<file path="src/rtl/dds_tone_gen.sv">
// DDS tone source: one PCM sample per AC97 frame, stepped on each synchronised
// rising edge of ready, with sine/square/triangle/sawtooth, attenuation and width.
module dds_tone_gen #(
  parameter int SAMPLE_W = 20,
  parameter int PHASE_W  = 24
) (
  input  logic                       clock_27mhz,
  input  logic                       reset,
  input  logic                       ready,
  input  logic [PHASE_W-1:0]         freq,
  input  logic [1:0]                 wave,
  input  logic [3:0]                 atten,
  input  logic                       enable,
  input  logic                       phase_clr,
  output logic signed [SAMPLE_W-1:0] pcm_data,
  output logic                       pcm_valid
);

  localparam logic [1:0] WAVE_SINE   = 2'd0;
  localparam logic [1:0] WAVE_SQUARE = 2'd1;
  localparam logic [1:0] WAVE_TRI    = 2'd2;
  localparam logic [1:0] WAVE_SAW    = 2'd3;

  // Quarter-wave sine, 17 points including both end points.
  function automatic logic [19:0] sine_quarter(input logic [4:0] idx);
    logic [19:0] v;
    case (idx)
      5'd0:    v = 20'h00000;
      5'd1:    v = 20'h0C8BD;
      5'd2:    v = 20'h18F8B;
      5'd3:    v = 20'h25280;
      5'd4:    v = 20'h30FBC;
      5'd5:    v = 20'h3C56B;
      5'd6:    v = 20'h471CE;
      5'd7:    v = 20'h5133C;
      5'd8:    v = 20'h5A827;
      5'd9:    v = 20'h62F20;
      5'd10:   v = 20'h6A6D9;
      5'd11:   v = 20'h70E2C;
      5'd12:   v = 20'h7641A;
      5'd13:   v = 20'h7A7D0;
      5'd14:   v = 20'h7D8A5;
      5'd15:   v = 20'h7F623;
      default: v = 20'h7FFFF;
    endcase
    return v;
  endfunction

  function automatic logic signed [SAMPLE_W-1:0] atten_shift(
    input logic signed [SAMPLE_W-1:0] x,
    input logic [3:0]                 sh
  );
    return x >>> sh;
  endfunction

  logic ready_s1, ready_s2, ready_hist;
  logic [1:0] settle;
  logic armed;
  logic edge_det;

  // The armed flag keeps a ready that is already high out of reset from
  // counting as an edge; it needs one observed low level first.
  always_ff @(posedge clock_27mhz) begin
    if (reset) begin
      ready_s1   <= 1'b0;
      ready_s2   <= 1'b0;
      ready_hist <= 1'b0;
      settle     <= 2'b00;
      armed      <= 1'b0;
    end else begin
      ready_s1   <= ready;
      ready_s2   <= ready_s1;
      ready_hist <= ready_s2;
      settle     <= {settle[0], 1'b1};
      armed      <= armed | (settle[1] & ~ready_s2);
    end
  end

  assign edge_det = armed & ready_s2 & ~ready_hist;

  // ---- stage p0: shadow capture and phase update at the detected edge ----
  logic signed [PHASE_W-1:0] phase_p0;
  logic [1:0]                wave_p0;
  logic [3:0]                atten_p0;
  logic                      en_p0;
  logic                      vld_p0;

  always_ff @(posedge clock_27mhz) begin
    if (reset) begin
      phase_p0 <= '0;
      wave_p0  <= '0;
      atten_p0 <= '0;
      en_p0    <= 1'b0;
      vld_p0   <= 1'b0;
    end else begin
      vld_p0 <= edge_det;
      if (edge_det) begin
        wave_p0  <= wave;
        atten_p0 <= atten;
        en_p0    <= enable;
      end
      // freq is consumed in the capture cycle itself, so no shadow copy is kept
      if (phase_clr)
        phase_p0 <= '0;
      else if (edge_det && enable)
        phase_p0 <= phase_p0 + $signed(freq);
    end
  end

  logic [1:0]         quad;
  logic [3:0]         idx;
  logic [4:0]         tidx;
  logic [19:0]        tval;
  logic [18:0]        tri_u;
  logic [18:0]        tri_t;
  logic signed [19:0] raw_next;

  always_comb begin
    quad     = phase_p0[PHASE_W-1 -: 2];
    idx      = phase_p0[PHASE_W-3 -: 4];
    tidx     = quad[0] ? (5'd16 - {1'b0, idx}) : {1'b0, idx};
    tval     = sine_quarter(tidx);
    tri_u    = phase_p0[PHASE_W-2 -: 19];
    tri_t    = phase_p0[PHASE_W-1] ? ~tri_u : tri_u;
    raw_next = '0;
    case (wave_p0)
      WAVE_SINE:   raw_next = quad[1] ? $signed(20'd0 - tval) : $signed(tval);
      WAVE_SQUARE: raw_next = phase_p0[PHASE_W-1] ? 20'sh80001 : 20'sh7FFFF;
      WAVE_TRI:    raw_next = $signed({tri_t, 1'b0} ^ 20'h80000);
      WAVE_SAW:    raw_next = $signed(phase_p0[PHASE_W-1 -: 20] ^ 20'h80000);
      default:     raw_next = '0;
    endcase
  end

  // ---- stage p1: raw 20-bit waveform sample ----
  logic signed [19:0] raw_p1;
  logic [3:0]         atten_p1;
  logic               en_p1;
  logic               vld_p1;

  always_ff @(posedge clock_27mhz) begin
    if (reset) begin
      raw_p1   <= '0;
      atten_p1 <= '0;
      en_p1    <= 1'b0;
      vld_p1   <= 1'b0;
    end else begin
      vld_p1 <= vld_p0;
      if (vld_p0) begin
        raw_p1   <= raw_next;
        atten_p1 <= atten_p0;
        en_p1    <= en_p0;
      end
    end
  end

  // ---- stage p2: width reduction, attenuation, output register ----
  always_ff @(posedge clock_27mhz) begin
    if (reset) begin
      pcm_data  <= '0;
      pcm_valid <= 1'b0;
    end else begin
      pcm_valid <= vld_p1;
      if (vld_p1)
        pcm_data <= en_p1 ? atten_shift($signed(raw_p1[19 -: SAMPLE_W]), atten_p1) : '0;
    end
  end

endmodule

</file>
<file path="config.mk">
export PLATFORM = sky130hd
export DESIGN_NAME = dds_tone_gen
export DESIGN_NICKNAME = d
export VERILOG_FILES = /design/src/rtl/dds_tone_gen.sv
export SDC_FILE = /design/constraint.sdc
export NUM_CORES = 1
export LEC_CHECK = 0
export BUFFER_PORTS_ARGS = -buffer_cell sky130_fd_sc_hd__buf_2
export CAP_MARGIN = 20
export CORE_ASPECT_RATIO = 1.1
export CORE_MARGIN = 2
export CORE_UTILIZATION = 45
export DETAILED_ROUTE_END_ITERATION = 6
export PLACE_DENSITY = 0.6
export SLEW_MARGIN = 20
export SYNTH_ARGS = -nofsm -noshare
export SYNTH_HDL_FRONTEND = slang
export SYNTH_SLANG_ARGS = --single-unit
export TNS_END_PERCENT = 30
</file>
<file path="constraint.sdc">
create_clock -name clock_27mhz -period 5.7 [get_ports clock_27mhz]
set_input_delay 1.14 -clock clock_27mhz [delete_from_list [all_inputs] [get_ports clock_27mhz]]
set_output_delay 1.14 -clock clock_27mhz [all_outputs]
set_load 0.02 [all_outputs]
</file>
==> flow_metrics.tcl <==
set metrics [dict create \
    reg2reg_depth 16 \
    hold_path_class "reg -> reg" \
    drive_above_1_share_pct 13.19 \
    async_flop_share_pct 0 \
    skew_ps 7.145 \
    multi_input_area_mm2 0.004646 \
    syn_inst 895 \
    start_util_pct 46.38 \
    pin_count 56 \
    num-fill-cells 1432 \
    r2r_end "raw_p1[14]" \
    regArea_mm2 0.001702 \
    crit_required_ps 5930 \
    die_height_um 132.2 \
    crit_start "phase_p0[19]" \
    synthTopCellsByCount "nand2_1 (122), a21oi_1 (115), dfxtp_1 (85)" \
    port_buffers 55 \
    post_cts_resized 0 \
    syn_nets 964 \
    worstPathMaxFanout 12 \
    worstPathArrival_ps 4800 \
    drt_iter0_drc 627 \
    routed_via_density 5.819 \
    insertedDiodeCount 0 \
    dpl.hpwl_mm 13.02 \
    crit_type "reg -> reg" \
    clock.fmax_ghz 0.2190 \
    hold_buffers 0 \
    synth_edf_count 0 \
    fin_nets 974 \
    yosysWarningCount 0 \
    synthTopCellsByArea "dfxtp_1 (25%), a21oi_1 (8.6%), nand2_1 (6.8%), ha_1 (6.1%), mux2i_1 (4.9%)" \
    endpoint_kind "flip-flop" \
    cts_buffers 9 \
    yosys.area.top_type "dfxtp_1" \
    synth_cell_types 82 \
    dr.pass1.iters 5 \
    grt_usage_pct 22.44 \
    grt_max_degree 56 \
    ant_nets 0 \
    post_dp_cell_area_mm2 0.007039 \
    yosysSeqAreaShare_pct 25.30 \
    worstSkewPairLatency_ps 350 \
    grt_pass1_wl_mm 29.64 \
    yosysTopAreaCellShare_pct 25.30 \
    via_count 6412 \
    vdd_drop_max_mv 0.1402 \
    drv_slew 0 \
    antenna_found_initial 0 \
    worstMarginPinSlew_ps 1020 \
    dieArea_mm2 0.01594 \
    hold_viol 0 \
    cts_buffer_depth 2 \
    yosysMostFrequentCell "nand2_1" \
    cts.sinks 85 \
    timing.setup.tns_ps 0 \
    syn_area_mm2 0.006726 \
    core_mm2 0.01450 \
    status "complete, no violations" \
    fin_util_pct 50.68 \
    cp-start-kind "flip-flop" \
    cts_tree "built" \
    grt_pass1_vias 5988 \
    dp_cells 1086 \
    maxCapViolations 0 \
    route.detailed.drc 0 \
    p_per_area_mw_per_mm2 178.2 \
    area_growth_pct 9.282 \
    post_cts_buffers 0 \
    synth_flop_cell "dfxtp_1" \
    gp_congestion 0.9230 \
    drt_wl_total_mm 17.71 \
    finalInstanceArea_mm2 0.007351 \
    setup_viol 0 \
    rsz0062_at_grt "no" \
    layout.cells.non_filler 1102 \
    fp.dieW_um 120.6 \
    syn_avg_cell_area_um2 7.516 \
    p_leak_nw 2.933 \
    cts.clk_slew.worst_paths_ps 60 \
    regToRegSetupSlack_ps 1130 \
    grt_overflow 0 \
    timing.rr.start "phase_p0[19]" \
    min_period_ps 4567 \
    root_buffer "clkbuf_16" \
    avgRoutedWirePerCell_um 16.07 \
    ys_seq_elements 85 \
    max_slew_margin_pct 31.90 \
    placementRows 46 \
    timing.final.crit_share_pct 80.13 \
    worstSetupEndpoint "raw_p1[14]" \
    htree_levels 3 \
]
-- power by group --
| part | total (mW) | switching (mW) | internal, mW |
|---|---|---|---|
| combinational | 0.0844 | 0.0507 | 0.0338 |
| clock | 0.623 | 0.273 | 0.350 |
| sequential | 0.602 | 0.00384 | 0.598 |
| total | 1.31 | 0.328 | 0.982 |
-- registers in the layout, summed over array words and instances, names as in the netlist --
| signal | count |
|---|---|
| vld_p1 | 1 |
| ready_s2 | 1 |
| armed | 1 |
| en_p1 | 1 |
| ready_s1 | 1 |
| raw_p1 | 20 |
| phase_p0 | 24 |
| ready_hist | 1 |
| en_p0 | 1 |
| atten_p1 | 4 |
| pcm_valid | 1 |
| settle | 2 |
| vld_p0 | 1 |
| wave_p0 | 2 |
| atten_p0 | 4 |
| pcm_data | 20 |
-- worst min-delay path by stage --
| stage | cells past startpoint | slack (ps) | to | start |
|---|---|---|---|---|
| 4_1_cts | 1 | 440 | settle[1] | settle[0] |
| 5_1_grt | 1 | 470 | settle[1] | settle[0] |
| 3_3_place_gp | 1 | 420 | settle[1] | settle[0] |
| 6_report | 1 | 440 | settle[1] | settle[0] |
| 2_1_floorplan | 1 | 410 | ready_s2 | ready_s1 |
| 3_5_place_dp | 1 | 430 | settle[1] | settle[0] |
-- layout make-up --
cell class / instances / area share, %
clock inverters: 7 / 1.174
flip-flops and latches: 85 / 23.15
clock buffers: 9 / 3.064
repair buffers: 65 / 4.766
inverters: 27 / 1.379
well taps: 192 / 3.268
multi-input cells: 717 / 63.20
-- cells by family after synthesis --
group	after synthesis	synth area share, %
adder cells (fa/ha/maj)	34	6.436
buffers and inverters	93	5.636
flip-flops	85	25.30
AND/OR/NAND/NOR	313	22.15
multiplexers	46	8.426
XOR/XNOR	33	4.743
AO/OA/AOI/OAI	291	27.31
-- cell usage in the layout, fill, tap and decap left out, types with 14 or more instances in the layout --
| cell type | count |
|---|---|
| buf_2 | 55 |
| inv_1 | 24 |
| xnor2_1 | 18 |
| a21oi_1 | 115 |
| dfxtp_1 | 85 |
| a211oi_1 | 14 |
| nand2_1 | 122 |
| ha_1 | 33 |
| nand2b_1 | 24 |
| mux2i_1 | 33 |
| o21ai_0 | 60 |
| o211ai_1 | 22 |
| nand3_1 | 14 |
| nor2_1 | 80 |
| nor2b_1 | 19 |
-- layer usage --
metal	share of wire, %	wire length, um	GRT usage (%)	up-vias
met2	48	8426	36.75	160
met3	4.0	704	3.503	22
met4	1.4	253	5.814	0
li1	-	-	-	3223
met1	47	8321	30.71	3007
met5	0	0	0	-
-- stage by stage --
stage | power [mW] | hold WS (ps) | setup slack [ps]
2_1_floorplan | 0.6725 | 413.8 | 1650
3_3_place_gp | 0.6977 | 417.3 | 1325
3_5_place_dp | 0.6997 | 429.3 | 1141
4_1_cts | 1.323 | 443.1 | 1141
5_1_grt | 1.359 | 469.0 | 704.7
6_report | 1.310 | 440.1 | 1133
-- worst max-delay path, stage by stage (launching register included) --
cell,delay (ps)
dfxtp_1,590
inv_1,90
ha_1,340
nand2_1,80
a21boi_1,610
inv_1,250
ha_1,370
mux4_2,490
nor2_1,150
ha_1,200
and2_1,150
nand2_1,90
a21oi_1,200
nand4_2,190
o211ai_1,210
o31ai_1,90
or3_1,360
No activity file was read; power rests on OpenSTA's default activity.
